File: config.mk
export PLATFORM = sky130hd
export DESIGN_NAME = mips_multicycle_ctrl
export DESIGN_NICKNAME = d
export VERILOG_FILES = /design/src/rtl/mips_ctrl_pkg.sv /design/src/rtl/mc_aludec.sv /design/src/rtl/mips_multicycle_ctrl.sv
export SDC_FILE = /design/constraint.sdc
export NUM_CORES = 1
export LEC_CHECK = 0
export BUFFER_PORTS_ARGS = -buffer_cell sky130_fd_sc_hd__buf_4
export CAP_MARGIN = 20
export CORE_ASPECT_RATIO = 1.4
export CORE_MARGIN = 4
export CORE_UTILIZATION = 55
export DETAILED_ROUTE_END_ITERATION = 16
export PLACE_DENSITY = 0.88
export SETUP_SLACK_MARGIN = 0.15
export SLEW_MARGIN = 40
export SYNTH_ARGS = -nofsm -noshare
export SYNTH_HDL_FRONTEND = slang
export SYNTH_SLANG_ARGS = --single-unit
File: constraint.sdc
create_clock -name clk -period 2.3 [get_ports clk]
set_input_delay 0.23 -clock clk [delete_from_list [all_inputs] [get_ports clk]]
set_output_delay 0.23 -clock clk [all_outputs]
set_load 0.005 [all_outputs]
File: src/rtl/mips_ctrl_pkg.sv
// ----------------------------------------------------------------------------
// mips_ctrl_pkg
// Shared constants and types for the multicycle MIPS control slice:
//   - opcode / funct encodings of the supported instruction subset
//   - ALU control codes driven towards the datapath ALU
//   - ALU B-operand and PC-source mux encodings
//   - 4-bit state enumeration of the control sequencer
// ----------------------------------------------------------------------------
package mips_ctrl_pkg;

    // Opcodes (instr[31:26])
    localparam logic [5:0] OP_RTYPE = 6'b000000;
    localparam logic [5:0] OP_LW    = 6'b100011;
    localparam logic [5:0] OP_SW    = 6'b101011;
    localparam logic [5:0] OP_BEQ   = 6'b000100;
    localparam logic [5:0] OP_BNE   = 6'b000101;
    localparam logic [5:0] OP_ADDI  = 6'b001000;
    localparam logic [5:0] OP_J     = 6'b000010;

    // R-type funct codes (instr[5:0])
    localparam logic [5:0] FN_ADD = 6'b100000;
    localparam logic [5:0] FN_SUB = 6'b100010;
    localparam logic [5:0] FN_AND = 6'b100100;
    localparam logic [5:0] FN_OR  = 6'b100101;
    localparam logic [5:0] FN_SLT = 6'b101010;

    // ALU control codes
    localparam logic [2:0] ALU_AND = 3'b000;
    localparam logic [2:0] ALU_OR  = 3'b001;
    localparam logic [2:0] ALU_ADD = 3'b010;
    localparam logic [2:0] ALU_SUB = 3'b110;
    localparam logic [2:0] ALU_SLT = 3'b111;

    // ALU B-operand select
    localparam logic [1:0] SRCB_REG   = 2'b00;
    localparam logic [1:0] SRCB_FOUR  = 2'b01;
    localparam logic [1:0] SRCB_IMM   = 2'b10;
    localparam logic [1:0] SRCB_IMMSH = 2'b11;

    // Next-PC source select
    localparam logic [1:0] PCSRC_ALU    = 2'b00;
    localparam logic [1:0] PCSRC_ALUOUT = 2'b01;
    localparam logic [1:0] PCSRC_JUMP   = 2'b10;

    typedef enum logic [3:0] {
        S_FETCH   = 4'd0,
        S_DECODE  = 4'd1,
        S_MEMADR  = 4'd2,
        S_MEMRD   = 4'd3,
        S_MEMWB   = 4'd4,
        S_MEMWR   = 4'd5,
        S_EXECUTE = 4'd6,
        S_ALUWB   = 4'd7,
        S_BRANCH  = 4'd8,
        S_ADDIEX  = 4'd9,
        S_ADDIWB  = 4'd10,
        S_JUMP    = 4'd11,
        S_HALT    = 4'd12
    } state_t;

    // True for every opcode the sequencer knows how to dispatch; R-type
    // legality additionally depends on the funct field.
    function automatic logic isKnownOp(input logic [5:0] op);
        case (op)
            OP_RTYPE, OP_LW, OP_SW, OP_BEQ, OP_BNE, OP_ADDI, OP_J: isKnownOp = 1'b1;
            default:                                             isKnownOp = 1'b0;
        endcase
    endfunction

endpackage

File: src/rtl/mc_aludec.sv
// ----------------------------------------------------------------------------
// mc_aludec
// Combinational R-type funct decoder.
//   i_funct      : funct field (instr[5:0])
//   o_aluControl : ALU operation code for the datapath
//   o_illegal    : funct is not one of the supported R-type operations
// ----------------------------------------------------------------------------
module mc_aludec
    import mips_ctrl_pkg::*;
(
    input  logic [5:0] i_funct,
    output logic [2:0] o_aluControl,
    output logic       o_illegal
);

    // Map each supported funct onto its ALU code; anything else is flagged.
    always_comb begin
        o_aluControl = ALU_AND;
        o_illegal    = 1'b0;
        case (i_funct)
            FN_ADD:  o_aluControl = ALU_ADD;
            FN_SUB:  o_aluControl = ALU_SUB;
            FN_AND:  o_aluControl = ALU_AND;
            FN_OR:   o_aluControl = ALU_OR;
            FN_SLT:  o_aluControl = ALU_SLT;
            default: o_illegal    = 1'b1;
        endcase
    end

endmodule

File: src/rtl/mips_multicycle_ctrl.sv
// ----------------------------------------------------------------------------
// mips_multicycle_ctrl
// Multicycle control sequencer for a shared-memory MIPS datapath.
// Inputs : clk, reset (async, active-low), op/funct from the instruction
//          register, ALU zero flag, mem_ready handshake.
// Outputs: memory request/write/address-select, IR and PC enables, register
//          file write controls, ALU operand/operation selects, PC source,
//          sticky illegal-instruction flag err, retired count instret.
// ----------------------------------------------------------------------------
module mips_multicycle_ctrl
    import mips_ctrl_pkg::*;
#(
    parameter int ILLEGAL_HALT = 1,
    parameter int CNT_W        = 32
) (
    input  logic             clk,
    input  logic             reset,
    input  logic [5:0]       op,
    input  logic [5:0]       funct,
    input  logic             zero,
    input  logic             mem_ready,
    output logic             mem_req,
    output logic             memwrite,
    output logic             iord,
    output logic             irwrite,
    output logic             pcen,
    output logic             regwrite,
    output logic             regdst,
    output logic             memtoreg,
    output logic             alusrca,
    output logic [1:0]       alusrcb,
    output logic [1:0]       pcsrc,
    output logic [2:0]       alucontrol,
    output logic             err,
    output logic [CNT_W-1:0] instret
);

    state_t           r_state;
    state_t           w_next;
    logic [5:0]       r_op;
    logic [5:0]       r_funct;
    logic             r_err;
    logic [CNT_W-1:0] r_instret;

    logic [5:0]       w_decFunct;
    logic [2:0]       w_decAluControl;
    logic             w_decIllegal;
    logic             w_instrIllegal;

    logic             w_memReq;
    logic             w_memWrite;
    logic             w_irWrite;
    logic             w_pcEn;
    logic             w_regWrite;

    // The decoder sees the live IR funct while dispatching, and the latched
    // funct afterwards so EXECUTE is immune to later IR changes.
    assign w_decFunct = (r_state == S_DECODE) ? funct : r_funct;

    mc_aludec u_aludec (
        .i_funct      (w_decFunct),
        .o_aluControl (w_decAluControl),
        .o_illegal    (w_decIllegal)
    );

    assign w_instrIllegal = !isKnownOp(op) || ((op == OP_RTYPE) && w_decIllegal);

    // State register
    always_ff @(posedge clk or negedge reset) begin
        if (!reset) begin
            r_state <= S_FETCH;
        end else begin
            r_state <= w_next;
        end
    end

    // Instruction fields are captured in DECODE for use by later states.
    always_ff @(posedge clk or negedge reset) begin
        if (!reset) begin
            r_op    <= '0;
            r_funct <= '0;
        end else if (r_state == S_DECODE) begin
            r_op    <= op;
            r_funct <= funct;
        end
    end

    // Sticky error flag and retired count; any return to FETCH from another
    // state marks the end of one instruction, including a skipped illegal one.
    always_ff @(posedge clk or negedge reset) begin
        if (!reset) begin
            r_err     <= 1'b0;
            r_instret <= '0;
        end else begin
            if ((r_state == S_DECODE) && w_instrIllegal) begin
                r_err <= 1'b1;
            end
            if ((r_state != S_FETCH) && (w_next == S_FETCH)) begin
                r_instret <= r_instret + CNT_W'(1);
            end
        end
    end

    // Next-state logic
    always_comb begin
        w_next = r_state;
        case (r_state)
            S_FETCH:   if (mem_ready) w_next = S_DECODE;
            S_DECODE: begin
                if (w_instrIllegal) begin
                    w_next = (ILLEGAL_HALT != 0) ? S_HALT : S_FETCH;
                end else begin
                    case (op)
                        OP_LW, OP_SW:   w_next = S_MEMADR;
                        OP_RTYPE:       w_next = S_EXECUTE;
                        OP_BEQ, OP_BNE: w_next = S_BRANCH;
                        OP_ADDI:        w_next = S_ADDIEX;
                        OP_J:           w_next = S_JUMP;
                        default:        w_next = S_FETCH;
                    endcase
                end
            end
            S_MEMADR:  w_next = (r_op == OP_SW) ? S_MEMWR : S_MEMRD;
            S_MEMRD:   if (mem_ready) w_next = S_MEMWB;
            S_MEMWB:   w_next = S_FETCH;
            S_MEMWR:   if (mem_ready) w_next = S_FETCH;
            S_EXECUTE: w_next = S_ALUWB;
            S_ALUWB:   w_next = S_FETCH;
            S_BRANCH:  w_next = S_FETCH;
            S_ADDIEX:  w_next = S_ADDIWB;
            S_ADDIWB:  w_next = S_FETCH;
            S_JUMP:    w_next = S_FETCH;
            S_HALT:    w_next = S_HALT;
            default:   w_next = S_FETCH;
        endcase
    end

    // Output decode: Moore per state, except the FETCH enables wait for
    // mem_ready and the branch PC enable follows zero (inverted for bne).
    always_comb begin
        w_memReq   = 1'b0;
        w_memWrite = 1'b0;
        w_irWrite  = 1'b0;
        w_pcEn     = 1'b0;
        w_regWrite = 1'b0;
        iord       = 1'b0;
        regdst     = 1'b0;
        memtoreg   = 1'b0;
        alusrca    = 1'b0;
        alusrcb    = SRCB_REG;
        pcsrc      = PCSRC_ALU;
        alucontrol = ALU_AND;
        case (r_state)
            S_FETCH: begin
                w_memReq   = 1'b1;
                w_irWrite  = mem_ready;
                w_pcEn     = mem_ready;
                alusrcb    = SRCB_FOUR;
                alucontrol = ALU_ADD;
            end
            S_DECODE: begin
                alusrcb    = SRCB_IMMSH;
                alucontrol = ALU_ADD;
            end
            S_MEMADR: begin
                alusrca    = 1'b1;
                alusrcb    = SRCB_IMM;
                alucontrol = ALU_ADD;
            end
            S_MEMRD: begin
                w_memReq = 1'b1;
                iord     = 1'b1;
            end
            S_MEMWB: begin
                w_regWrite = 1'b1;
                memtoreg   = 1'b1;
            end
            S_MEMWR: begin
                w_memReq   = 1'b1;
                w_memWrite = 1'b1;
                iord       = 1'b1;
            end
            S_EXECUTE: begin
                alusrca    = 1'b1;
                alucontrol = w_decAluControl;
            end
            S_ALUWB: begin
                w_regWrite = 1'b1;
                regdst     = 1'b1;
            end
            S_BRANCH: begin
                alusrca    = 1'b1;
                alucontrol = ALU_SUB;
                pcsrc      = PCSRC_ALUOUT;
                w_pcEn     = zero ^ (r_op == OP_BNE);
            end
            S_ADDIEX: begin
                alusrca    = 1'b1;
                alusrcb    = SRCB_IMM;
                alucontrol = ALU_ADD;
            end
            S_ADDIWB: begin
                w_regWrite = 1'b1;
            end
            S_JUMP: begin
                pcsrc  = PCSRC_JUMP;
                w_pcEn = 1'b1;
            end
            default: begin
            end
        endcase
    end

    // Strobes are gated by reset directly so an access in flight is dropped
    // the moment reset asserts, without waiting for a clock edge.
    assign mem_req  = w_memReq   & reset;
    assign memwrite = w_memWrite & reset;
    assign irwrite  = w_irWrite  & reset;
    assign pcen     = w_pcEn     & reset;
    assign regwrite = w_regWrite & reset;
    assign err      = r_err;
    assign instret  = r_instret;

endmodule

### After elaboration in Yosys (flattened, before gate mapping)

Cells that the tools add are included.

* bits in registers: 49
* word-level logic and storage cells: 79

* $add $sub $neg: 1
* equality and inequality tests: 25
* mux-type cells: 23
* bitwise logic cells: 6
* reduce and logical (&&, ||, !) cells: 19

Operator list (number)
* equality test 6 bit, second input constant: 8
* adder 32 x 1 -> 32 bit, second input constant: 1
* one-hot mux 4 bit (8 select lines): 1
* equality test 4 bit, second input constant: 5
* one-hot mux 4 bit (5 select lines): 1
* equality test 6 x 3 -> 1 bit, second input constant: 3
* equality test 4 x 3 -> 1 bit, second input constant: 4
* 2-to-1 mux 4 bit: 4
* one-hot mux 3 bit (4 select lines): 1
* 2-to-1 mux 1 bit: 10
* one-hot mux 3 bit (3 select lines): 1
* equality test 4 x 2 -> 1 bit, second input constant: 2
* logical NOT 4 bit: 2
* OR reduction 2 bit: 4
* OR reduction 4 bit: 2
* OR reduction 7 bit: 1
* equality test 6 x 2 -> 1 bit, second input constant: 1
* equality test 6 x 4 -> 1 bit, second input constant: 1
* logical NOT 6 bit: 1
* 2-to-1 mux 6 bit: 1
* one-hot mux 2 bit (3 select lines): 1
* OR reduction 3 bit: 2
* bitwise AND 1 bit: 5
* OR reduction 5 bit: 1
* 9 further kinds: 11

### Depth between registers and ports, before layout

Gate-level depths: netlist of the first run.

* word-level depth: 11
* mapped depth: 8

### By module

Synthesis of the first run repeated with hierarchy kept, for this count alone.

* cells, all modules: 301
* area, all modules: 2745.1 µm²

Modules (own cells, without submodules)
* mips_multicycle_ctrl: instances 1, cells an instance 292, area each 2672.6 µm², seq. area each 1226.2 µm²
* mc_aludec: instances 1, cells an instance 9, area each 72.6 µm², seq. area each 0.0 µm²

### Least setup slack after synthesis of the first run

No wires, ideal clock.

* path type: register -> register
* start: reg r_state[1]
* end: reg r_instret[28], in the netlist instret[28]
* data arrival time: 1.851 ns
* required time: 2.166 ns
* slack: 0.315 ns
* cell stages (with the launch flop): 8
* period minus slack after synthesis: 1.985 ns
* cell sequence: dfrtp_1 > nor4b_2 > nand2_1 > o31a_1 > nand4b_1 > buf_2 > nor4b_2 > xor2_1

* cells in the longest elaborated chain, start to end: 11
* elaborated cells between the ends (all ways): 26
* classes of those cells: eq/ne (12); mux (7); reduce/logical (7)

Ends and longest elaborated chain
* start, declared: RTL line mips_multicycle_ctrl.sv:38 `state_t r_state;`
* start signal, assigned: RTL line mips_multicycle_ctrl.sv:73 `r_state <= w_next;`
* equality test 4 x 1 -> 1 bit: RTL line mips_multicycle_ctrl.sv:58, mips_multicycle_ctrl.sv:107
* 2-to-1 mux 6 bit
* equality test 6 bit: RTL line mc_aludec.sv:20 `case (i_funct)`
* OR reduction 5 bit (no source line)
* 2-to-1 mux 1 bit: RTL line mc_aludec.sv:20
* logical AND 1 bit: RTL line mips_multicycle_ctrl.sv:66 `assign w_instrIllegal = !isKnownOp(op) || ((op == OP_RTYPE) && w_decIllegal);`
* logical OR 1 bit: RTL line mips_multicycle_ctrl.sv:66
* 2-to-1 mux 4 bit: RTL line mips_multicycle_ctrl.sv:110 `if (w_instrIllegal) begin`
* one-hot mux 4 bit (8 select lines): RTL line mips_multicycle_ctrl.sv:107 `case (r_state)`
* logical NOT 4 bit: RTL line mips_multicycle_ctrl.sv:98 `if ((r_state != S_FETCH) && (w_next == S_FETCH)) begin`
* logical AND 1 bit (*): RTL line mips_multicycle_ctrl.sv:98
* end signal, assigned: RTL line mips_multicycle_ctrl.sv:99 `r_instret <= r_instret + CNT_W'(1);`
* end, declared: RTL line mips_multicycle_ctrl.sv:43 `logic [CNT_W-1:0] r_instret;`

Mark *: on every way between the ends. The rest lies on a longest branch, timed or not.
A chain may end at the register's enable or synchronous reset.

### Worst setup path in the final report of the first run

* start: reg r_state[2]
* end: reg r_instret[9], in the netlist instret[9]

The elaborated chain is that of the path after synthesis.

==> impl_metrics.py, run 1 <==
metrics = {
    "status": {
        "run_status": "complete, but fails checks",
        "violations": "setup timing",
    },
    "cells_and_area": {
        "final_nets": 441,
        "area.growth.synth_to_final_pct": 51.1,
        "sequential_cell_area_mm2": 0.00123,
        "most-common-layout-cells": "102 x sky130_fd_sc_hd__buf_4, 44 x sky130_fd_sc_hd__dfrtp_1, 31 x sky130_fd_sc_hd__xor2_1",
        "n_antenna_cell": 0,
        "n_fill_cell": 225,
        "multiInputGateArea_mm2": 0.00207,
        "layout_commonest_cell": "sky130_fd_sc_hd__buf_4",
        "final_layout_size_suffix_gt1_share_pct": 47.3,
    },
    "logic_synthesis": {
        "yosys.area.top_type": "sky130_fd_sc_hd__dfrtp_1",
        "synth.net_count": 330,
        "largest_cells_by_area_after_synthesis": "sky130_fd_sc_hd__dfrtp_1 40%, sky130_fd_sc_hd__xor2_1 8.9%, sky130_fd_sc_hd__nor4_2 4.5%, sky130_fd_sc_hd__mux2_2 4.4%, sky130_fd_sc_hd__nor2_1 3.2%",
        "synth_top_cell_area_share_pct": 40.2,
        "netlist_area_mm2": 0.00305,
        "synthesis.instances": 313,
        "postSynth.topFlopCell": "sky130_fd_sc_hd__dfrtp_1",
        "synthArstFlopShare_pct": 100,
        "fraction_of_the_yosys_area_taken_by_sequential_cells_pct": 40.2,
        "synth_edf_count": 0,
        "avgSynthCellArea_um2": 9.74,
        "postSynthRegisterBits": 49,
        "yosysWarnings": 0,
        "netlist-cell-type-count": 50,
    },
    "routing": {
        "dr.pass1.iters": 6,
        "met2_length_um": 5820,
        "drt_wl_total_um": 10700,
        "detail_route.wl_per_cell_um": 21.8,
        "top_layer_used": "met4",
        "dr_total_vias": 3176,
        "remaining_drc_errors": 0,
        "vias_per_cell": 6.47,
        "drt-met1-wl_um": 3960,
        "detail-route-antenna-nets": 0,
        "route.met3.wl_um": 610,
        "drt-initial-drc-count": 332,
    },
    "setup_path": {
        "worstPathCellList": "buf_6 > buf_4 > nor2b_1 > o22ai_1 > nor2_1 > a31o_4 > buf_12 > nor4_4 > xor2_1",
        "setup.worst_path.end_class": "flop",
        "worst_path_max_delay_cell": "sky130_fd_sc_hd__dfrtp_2",
        "path_class": "flop to flop",
        "r2r_setup_slack_ns": -0.07,
        "crit_path_max_fo": 10,
        "critical_path_required_ns": 2.54,
        "critical_path.startpoint_type": "flop",
        "regToRegStartpoint": "r_state[2]",
        "critPathArrivalTime_ns": 2.62,
        "critical_path.reg2reg.endpoint": "instret[9]",
        "ff2ff_path_depth": 9,
        "critPathMaxStageDelay_ns": 0.45,
    },
    "global_routing": {
        "antenna_violations_before_repair": 0,
        "gr_ovfl_total": 0,
        "largest_net_degree_at_the_start_of_global_routing": 40,
        "grt_pass1_vias": 2888,
        "track_usage_pct": 26.3,
        "grt_first_pass_wirelength_um": 14200,
    },
    "pwr": {
        "power.share.sequential_pct": 23.5,
        "power.total_mw": 5.29,
        "p_comb_share_pct": 65.9,
        "internal-power_mw": 2.99,
        "part_of_the_total_power_dissipated_in_the_clock_network_pct": 10.6,
        "sw_frac_of_total_pct": 43.4,
        "leakage_power_total_nw": 2.12,
        "vdd.ir_drop.worst_mv": 0.682,
        "p_sw_mw": 2.30,
        "power-per-cell-area_mw_per_mm2": 1150,
    },
    "die": {
        "chipHeight_um": 96.1,
        "chipWidth_um": 70.9,
        "rows": 31,
        "initial_core_util_pct": 57.8,
        "design.die.area_mm2": 0.00682,
        "ios": 65,
        "design.core.area_mm2": 0.00528,
    },
    "run": {
        "max_cap_violations": 0,
    },
    "clock_network": {
        "clk_pin_slew_ns": 0.10,
        "numClockSinks": 49,
        "cts.htree.levels": 2,
        "cts_buffers": 5,
        "clock_path_buffers": 2,
        "insertion_delay_of_the_later_clocked_pin_in_the_worst_skew_pair_ns": 0.32,
        "clock_root_buffer": "sky130_fd_sc_hd__clkbuf_8",
        "tritoncts": "yes",
    },
    "placed_design": {
        "globalplace.congestion": 0.871,
        "dp_hpwl_um": 5530,
        "io_buffers": 64,
    },
    "sta": {
        "maxClockFrequency_ghz": 0.421,
        "worst_pin_slew_ns": 0.507,
        "skew_ns": 0.0141,
        "finalWorstPathRequiredPeriod_ns": 2.37,
        "finalMaxSlewViolations": 0,
        "grt_setup_unrepaired": "yes",
        "timing.max_slew.rel_slack_pct": 66.2,
        "setup_slack_ns": -0.0744,
        "setup_viol": 14,
        "min_period_over_period_pct": 103,
        "hold_ws_ns": 0.159,
        "hold_viol": 0,
    },
    "min_path": {
        "hold_start": "funct[4]",
        "worstHoldPathCells": 2,
        "sink_of_the_worst_hold_path": "r_funct[4]",
        "hold_path.class": "input pin to flop",
    },
}
per-stage QoR:
stage | setup slack [ns] | cell area, um2 | util, % | cells | setup TNS (ns)
after CTS | 0.0638 | 4070 | 77.1 | 473 | 0
after detailed placement | 0.0786 | 3680 | 69.8 | 443 | 0
final | -0.0744 | 4610 | 87.4 | 491 | -0.413
after global placement | 0.151 | 3680 | 69.8 | 443 | 0
after floorplan | 0.315 | 3050 | - | 313 | 0
after global routing | -0.145 | 4610 | 87.4 | 491 | -1.45
cell usage after synthesis (3+ instances only):
master	n
sky130_fd_sc_hd__dfrtp_1	49
sky130_fd_sc_hd__mux2_2	12
sky130_fd_sc_hd__buf_6	3
sky130_fd_sc_hd__nand2_1	22
sky130_fd_sc_hd__nor4b_2	4
sky130_fd_sc_hd__nor3_1	19
sky130_fd_sc_hd__and3_1	4
sky130_fd_sc_hd__nor2_1	26
sky130_fd_sc_hd__nor4_1	3
sky130_fd_sc_hd__nor4_2	11
sky130_fd_sc_hd__nand4_1	10
sky130_fd_sc_hd__buf_2	8
sky130_fd_sc_hd__nor3b_1	6
sky130_fd_sc_hd__inv_1	6
sky130_fd_sc_hd__a21oi_1	9
sky130_fd_sc_hd__nor2b_1	6
sky130_fd_sc_hd__xor2_1	31
sky130_fd_sc_hd__or3_1	3
sky130_fd_sc_hd__clkbuf_1	4
sky130_fd_sc_hd__nand3_1	15
sky130_fd_sc_hd__nand2b_1	5
sky130_fd_sc_hd__xnor2_1	4
sky130_fd_sc_hd__o21ai_0	9
sky130_fd_sc_hd__nand4b_1	4
sky130_fd_sc_hd__and4_1	6
power by group through the flow:
stage	combinational [mW]	sequential (mW)	clock, mW
2_1_floorplan	1.26	1.19	0
3_3_place_gp	1.79	1.26	0
3_5_place_dp	1.84	1.27	0
4_1_cts	2.40	1.21	0.551
5_1_grt	3.66	1.26	0.594
6_report	3.49	1.24	0.560
what timing repair did:
| item | 4_1_cts | 5_1_grt |
|---|---|---|
| gates resized for setup | 21 | 66 |
| hold endpoints to repair | 10 | 0 |
| hold buffers | 1 | 0 |
| buffers inserted | 19 | 15 |
| cloned | 2 | 3 |
| endpoints found under the setup margin | 36 | 36 |
| pin swaps | 8 | 46 |
registers in the layout (all words and copies together), names as in the netlist:
register and flops:
instret 32, r_funct 6, r_op 6, r_state 4
err 1
worst max path at each step:
stage	startpoint	end	slack, ns	cells past startpoint
after floorplan	r_state[1]	instret[28]	0.32	7
after global placement	r_state[1]	instret[5]	0.15	7
after detailed placement	r_op[4]	instret[18]	0.08	7
after CTS	r_state[2]	alucontrol[0]	0.06	7
after global routing	instret[3]	instret[16]	-0.15	8
final	r_state[2]	instret[9]	-0.07	9
worst max-delay path, delay by kind of cell, from the launching register on:
family / cells / cell delay, ns
simple gates: 3 / 0.62
compound gates: 2 / 0.55
buf+inv: 3 / 0.47
flops: 1 / 0.45
xor+xnor: 1 / 0.21
final cells by class:
cell class	count	share of cell area, %
Clock inverter	2	0.299
Multi-Input combinational cell	240	44.9
Inverter	6	0.570
Clock buffer	6	1.79
Timing Repair Buffer	122	23.9
Tap cell	66	1.79
Sequential cell	49	26.7
cell families after synthesis:
group | count (synthesis) | share of synthesized area [%]
XOR/XNOR | 35 | 10.1
multiplexers | 13 | 4.76
buffers and inverters | 25 | 4.31
AO/OA/AOI/OAI | 36 | 8.00
flip-flops | 49 | 40.2
adder cells (fa/ha/maj) | 1 | 0.410
AND/OR/NAND/NOR | 154 | 32.3
per-layer routing:
layer,global-route usage [%],vias to the layer above
li1,-,1361
met1,30.0,1603
met2,47.8,179
met3,4.18,33
met4,12.4,0
met5,0,-
No activity file was read; power rests on OpenSTA's default activity.
==> run 2: changes to the inputs <==
Settings changed: CORE_MARGIN 4 to not set.
==> run 2 against run 1 <==
Compared with the run above:
- the run now ends clean
- sequential cell count stayed put
- worst setup slack better by 0.14 ns
- wire length is 4.9% lower
- clock skew is 0.0064 ns higher
- sequential power hardly changed
- highest routed layer unchanged
- critical path type unchanged
- total power is 9.8% lower
- cell area is 5.9% lower
==> impl_metrics.py, run 2 (synthesis results as in run 1) <==
metrics = {
    "setup_path": {
        "critPathMaxStageDelay_ns": 0.48,
        "worstPathCellList": "and4_1 > and4_2 > and4_1 > nand4_1 > nor4_4 > xor2_1",
        "setup.worst_path.end_class": "flop",
        "worst_path_max_delay_cell": "sky130_fd_sc_hd__dfrtp_1",
        "crit_top_cell": "sky130_fd_sc_hd__and4_1",
        "critical_path.startpoint_type": "flop",
        "crit_path_max_fo": 6,
        "worst-path-buf-inv": 0,
        "critPathArrivalTime_ns": 2.47,
        "worst_path_dominant_cell_family": "simple AND/OR/NAND/NOR gates",
        "path_class": "flop to flop",
        "critical_path_required_ns": 2.54,
    },
    "routing": {
        "dr.pass1.iters": 5,
        "drt-initial-drc-count": 270,
        "detail-route-antenna-nets": 0,
        "dr_total_vias": 3089,
        "detail_route.wl_per_cell_um": 21.4,
        "vias_per_cell": 6.50,
        "drt_wl_total_um": 10200,
        "remaining_drc_errors": 0,
    },
    "placed_design": {
        "io_buffers": 64,
        "dp_hpwl_um": 5160,
        "globalplace.congestion": 0.840,
        "place_ws_ns": 0.0306,
    },
    "cells_and_area": {
        "final_nets": 425,
        "n_fill_cell": 303,
        "n_antenna_cell": 0,
        "final_core_utilization_pct": 82.8,
        "final_layout_size_suffix_gt1_share_pct": 45.7,
        "layout_commonest_cell": "sky130_fd_sc_hd__buf_4",
        "most-common-layout-cells": "92 x sky130_fd_sc_hd__buf_4, 44 x sky130_fd_sc_hd__dfrtp_1, 31 x sky130_fd_sc_hd__xor2_1",
        "largest_register_ff_count": 32,
        "area.growth.synth_to_final_pct": 42.3,
    },
    "sta": {
        "skew_ns": 0.0205,
        "min_period_over_period_pct": 97.2,
        "timing.max_slew.rel_slack_pct": 63.7,
        "finalMaxSlewViolations": 0,
        "finalWorstPathRequiredPeriod_ns": 2.23,
        "setup_viol": 0,
        "worst_pin_slew_ns": 0.543,
        "grt_setup_unrepaired": "yes",
        "hold_viol": 0,
        "setup_slack_ns": 0.0653,
        "maxClockFrequency_ghz": 0.447,
        "hold_ws_ns": 0.159,
    },
    "global_routing": {
        "use_met3_pct": 4.95,
        "gr_ovfl_total": 0,
        "largest_net_degree_at_the_start_of_global_routing": 31,
        "antenna_violations_before_repair": 0,
        "grt_pass1_vias": 2646,
        "grt_use_met1_pct": 31.5,
        "global_route.peak_usage_layer": "met2",
        "track_usage_pct": 27.7,
        "grt_first_pass_wirelength_um": 12600,
        "grt.met2_usage_pct": 49.2,
    },
    "clock_network": {
        "tritoncts": "yes",
        "clock_root_buffer": "sky130_fd_sc_hd__clkbuf_8",
        "clock_path_buffers": 2,
        "clk_pin_slew_ns": 0.11,
        "numClockSinks": 49,
        "cts_buffers": 5,
        "insertion_delay_of_the_later_clocked_pin_in_the_worst_skew_pair_ns": 0.33,
        "cts.htree.levels": 2,
    },
    "die": {
        "initial_core_util_pct": 58.2,
        "design.core.area_mm2": 0.00524,
        "chipHeight_um": 90.1,
        "chipWidth_um": 64.9,
        "design.die.area_mm2": 0.00585,
        "rows": 31,
        "ios": 65,
    },
    "min_path": {
        "hold_path.class": "input pin to flop",
    },
    "pwr": {
        "power-per-cell-area_mw_per_mm2": 1100,
        "vdd.ir_drop.worst_mv": 0.798,
        "leakage_power_total_nw": 2.01,
    },
    "run": {
        "max_cap_violations": 0,
    },
    "status": {
        "run_status": "finished, final reports clean",
    },
}
run 2: cell count changes in the layout (fill, tap and decap cells not counted), sizes merged:
cell / previous run / this run
a31o: 2 / 1
clkbuf: 9 / 7
buf: 118 / 105
run 2: path summary, 6_finish.rpt:
check | slack [ns] | from | depth (start not counted) | endpoint
max | 0.07 | instret[16] | 6 | instret[31]
min | 0.16 | funct[4] | 2 | r_funct[4]
max reg2reg | 0.07 | instret[16] | 6 | instret[31]
min reg2reg | 0.49 | err | 1 | err
max in group asynchronous | 1.26 | reset | 3 | instret[31]
min in group asynchronous | 0.39 | reset | 2 | instret[13]
run 2: layout make-up:
class	count	area [um2]	share of cell area [%]
sequential	49	1230	28.4
multi-input combinational	239	1980	45.7
inverter	6	28.8	0.663
clock buffer	6	82.6	1.90
clock inverter	2	13.8	0.317
tap	66	82.6	1.90
timing repair buffer	107	913	21.1
run 2: per-layer routing:
layer  vias up  share of wire [%]
met5         -                  0
met4         0                5.0
met3        55                5.5
met2       171                 55
met1      1534                 34
li1       1329                  -
run 2: metrics by stage:
stage | TNS, ns | total power, mW | instance area (um2) | instances
2_1_floorplan | 0 | 2.45 | 3050 | 313
3_3_place_gp | 0 | 3.04 | 3660 | 440
3_5_place_dp | 0 | 3.09 | 3660 | 440
4_1_cts | 0 | 3.90 | 3920 | 460
5_1_grt | -0.0929 | 4.97 | 4340 | 475
6_report | 0 | 4.77 | 4340 | 475
run 2: what timing repair did:
action                                  CTS  global route
buffers inserted                         10            13
endpoints found under the setup margin   36            36
hold endpoints to repair                 24             0
hold buffers                              1             0
cloned                                    1             2
resized for setup                        20            58
pin swaps                                 8            24
run 2: power by group:
group / switching, mW / internal, mW / leakage, nW / total, mW
combinational: 1.61 / 1.36 / 1.33 / 2.97
sequential: 0.188 / 1.06 / 0.628 / 1.24
clock: 0.316 / 0.245 / 0.0512 / 0.561
total: 2.11 / 2.66 / 2.01 / 4.77
==> run 3: changes to the inputs <==
Settings changed: PLACE_DENSITY 0.88 to not set, PLACE_DENSITY_LB_ADDON set to 0.08.
==> run 3 against run 2 <==
Compared with the run above:
- the run now ends with setup timing left
- clock-buffer cell count unchanged
- clock power decreased by 6.4%
- cell area increased by 1.2%
- sequential power about the same
- critical endpoint is now instret[28]
==> impl_metrics.py, run 3 (synthesis results as in run 1) <==
metrics = {
    "sta": {
        "finalMaxSlewViolations": 0,
        "timing.max_slew.rel_slack_pct": 71.1,
        "finalWorstPathRequiredPeriod_ns": 2.37,
        "worst_pin_slew_ns": 0.434,
        "hold_ws_ns": 0.153,
        "setup_slack_ns": -0.0734,
        "setup_viol": 4,
        "maxClockFrequency_ghz": 0.421,
        "skew_ns": 0.0108,
        "hold_viol": 0,
        "min_period_over_period_pct": 103,
        "grt_setup_unrepaired": "yes",
    },
    "global_routing": {
        "grt_first_pass_wirelength_um": 11600,
        "use_met3_pct": 3.43,
        "grt_use_met1_pct": 28.8,
        "grt_pass1_vias": 2587,
        "global_route.peak_usage_layer": "met2",
        "largest_net_degree_at_the_start_of_global_routing": 34,
        "gr_ovfl_total": 0,
        "grt.met2_usage_pct": 45.1,
        "antenna_violations_before_repair": 0,
        "track_usage_pct": 24.8,
    },
    "setup_path": {
        "critPathMaxStageDelay_ns": 0.45,
        "crit_path_max_fo": 6,
        "crit_top_cell": "sky130_fd_sc_hd__buf_12",
        "worst_path_dominant_cell_family": "simple AND/OR/NAND/NOR gates",
        "r2r_setup_slack_ns": -0.07,
        "critical_path.startpoint_type": "flop",
        "regToRegStartpoint": "r_state[1]",
        "path_class": "flop to flop",
        "setup.worst_path.end_class": "flop",
        "worst_path_max_delay_cell": "sky130_fd_sc_hd__dfrtp_2",
        "critical_path_required_ns": 2.53,
        "critPathArrivalTime_ns": 2.61,
        "critical_path.reg2reg.endpoint": "instret[28]",
        "worstPathCellList": "buf_12 > buf_12 > nor2_4 > nor3b_1 > o311ai_1 > nand4b_1 > buf_6 > clkbuf_16 > nor4b_4 > xor2_1",
        "ff2ff_path_depth": 10,
        "worst-path-buf-inv": 4,
    },
    "pwr": {
        "power.total_mw": 4.84,
        "vdd.ir_drop.worst_mv": 0.667,
        "leakage_power_total_nw": 2.02,
        "power-per-cell-area_mw_per_mm2": 1100,
    },
    "routing": {
        "drt-initial-drc-count": 171,
        "detail_route.wl_per_cell_um": 18.8,
        "detail-route-antenna-nets": 0,
        "vias_per_cell": 6.16,
        "dr.pass1.iters": 5,
        "remaining_drc_errors": 0,
        "drt_wl_total_um": 9030,
        "dr_total_vias": 2951,
    },
    "die": {
        "initial_core_util_pct": 58.2,
        "design.core.area_mm2": 0.00524,
        "design.die.area_mm2": 0.00585,
        "rows": 31,
        "chipHeight_um": 90.1,
        "ios": 65,
        "chipWidth_um": 64.9,
    },
    "min_path": {
        "worstHoldPathCells": 2,
        "hold_start": "funct[4]",
        "hold_path.class": "input pin to flop",
        "sink_of_the_worst_hold_path": "r_funct[4]",
    },
    "clock_network": {
        "tritoncts": "yes",
        "insertion_delay_of_the_later_clocked_pin_in_the_worst_skew_pair_ns": 0.31,
        "cts.htree.levels": 2,
        "clock_root_buffer": "sky130_fd_sc_hd__clkbuf_8",
        "numClockSinks": 49,
        "clk_pin_slew_ns": 0.10,
        "clock_path_buffers": 2,
        "cts_buffers": 5,
    },
    "status": {
        "violations": "setup timing",
        "run_status": "complete, but fails checks",
    },
    "placed_design": {
        "dp_hpwl_um": 5020,
        "placement.cell_area_mm2": 0.00369,
        "io_buffers": 64,
        "cell_count_post_placement": 444,
        "globalplace.congestion": 0.916,
    },
    "cells_and_area": {
        "largest_register_ff_count": 32,
        "area.growth.synth_to_final_pct": 44.0,
        "final_cells": 479,
        "stdcell_area_mm2": 0.00439,
        "final_nets": 429,
        "n_fill_cell": 307,
        "n_antenna_cell": 0,
        "final_layout_size_suffix_gt1_share_pct": 44.6,
        "most-common-layout-cells": "90 x sky130_fd_sc_hd__buf_4, 45 x sky130_fd_sc_hd__dfrtp_1, 31 x sky130_fd_sc_hd__xor2_1",
        "layout_commonest_cell": "sky130_fd_sc_hd__buf_4",
    },
    "run": {
        "max_cap_violations": 0,
    },
}
==> run 3: cell count changes in the layout (fill, tap and decap cells not counted), sizes merged <==
cell	delta
clkinv	-2
clkbuf	+4
clkinvlp	+1
inv	+1
==> run 3: report_power, final <==
part	leakage (nW)	internal, mW	total, mW	switching [mW]
sequential	0.629	1.05	1.22	0.170
combinational	1.36	1.53	3.09	1.56
clock	0.0374	0.215	0.525	0.310
total	2.02	2.80	4.84	2.04
==> run 3: layer usage <==
layer	up-vias	share of wire, %
li1	1331	-
met2	145	54
met3	41	4.9
met4	0	3.7
met1	1434	37
met5	-	0
==> run 3: repair_timing <==
item,4_1_cts,5_1_grt
setup endpoints to repair,13,35
buffers inserted,7,12
pin swaps,1,16
hold buffers,1,0
cloned,0,7
gates resized for setup,4,63
endpoints found under the hold margin,27,0
==> run 3: cell type report <==
class	instances	area (um2)	share of cell area, %
Multi-Input combinational cell	239	1950	44.4
Sequential cell	49	1230	28.0
Timing Repair Buffer	111	1020	23.2
Tap cell	66	82.6	1.88
Clock buffer	6	72.6	1.65
Inverter	6	22.5	0.513
Clock inverter	2	15.0	0.342
==> run 3: how the worst max path moves through the flow <==
| stage | from | to | cells after the start |
|---|---|---|---|
| final | r_state[1] | instret[28] | 10 |
| after detailed placement | r_state[1] | instret[7] | 9 |
| after CTS | r_op[4] | pcen | 7 |
| after global routing | r_state[1] | instret[28] | 10 |
| after global placement | r_state[1] | instret[1] | 8 |
| after floorplan | r_state[1] | instret[28] | 7 |
==> run 3: stage by stage <==
stage	util (%)	worst slack, ns	setup TNS, ns
final	83.9	-0.0734	-0.115
after floorplan	-	0.315	0
after global placement	70.4	0.143	0
after CTS	73.4	0.143	0
after detailed placement	70.4	0.124	0
after global routing	83.9	-0.142	-1.02
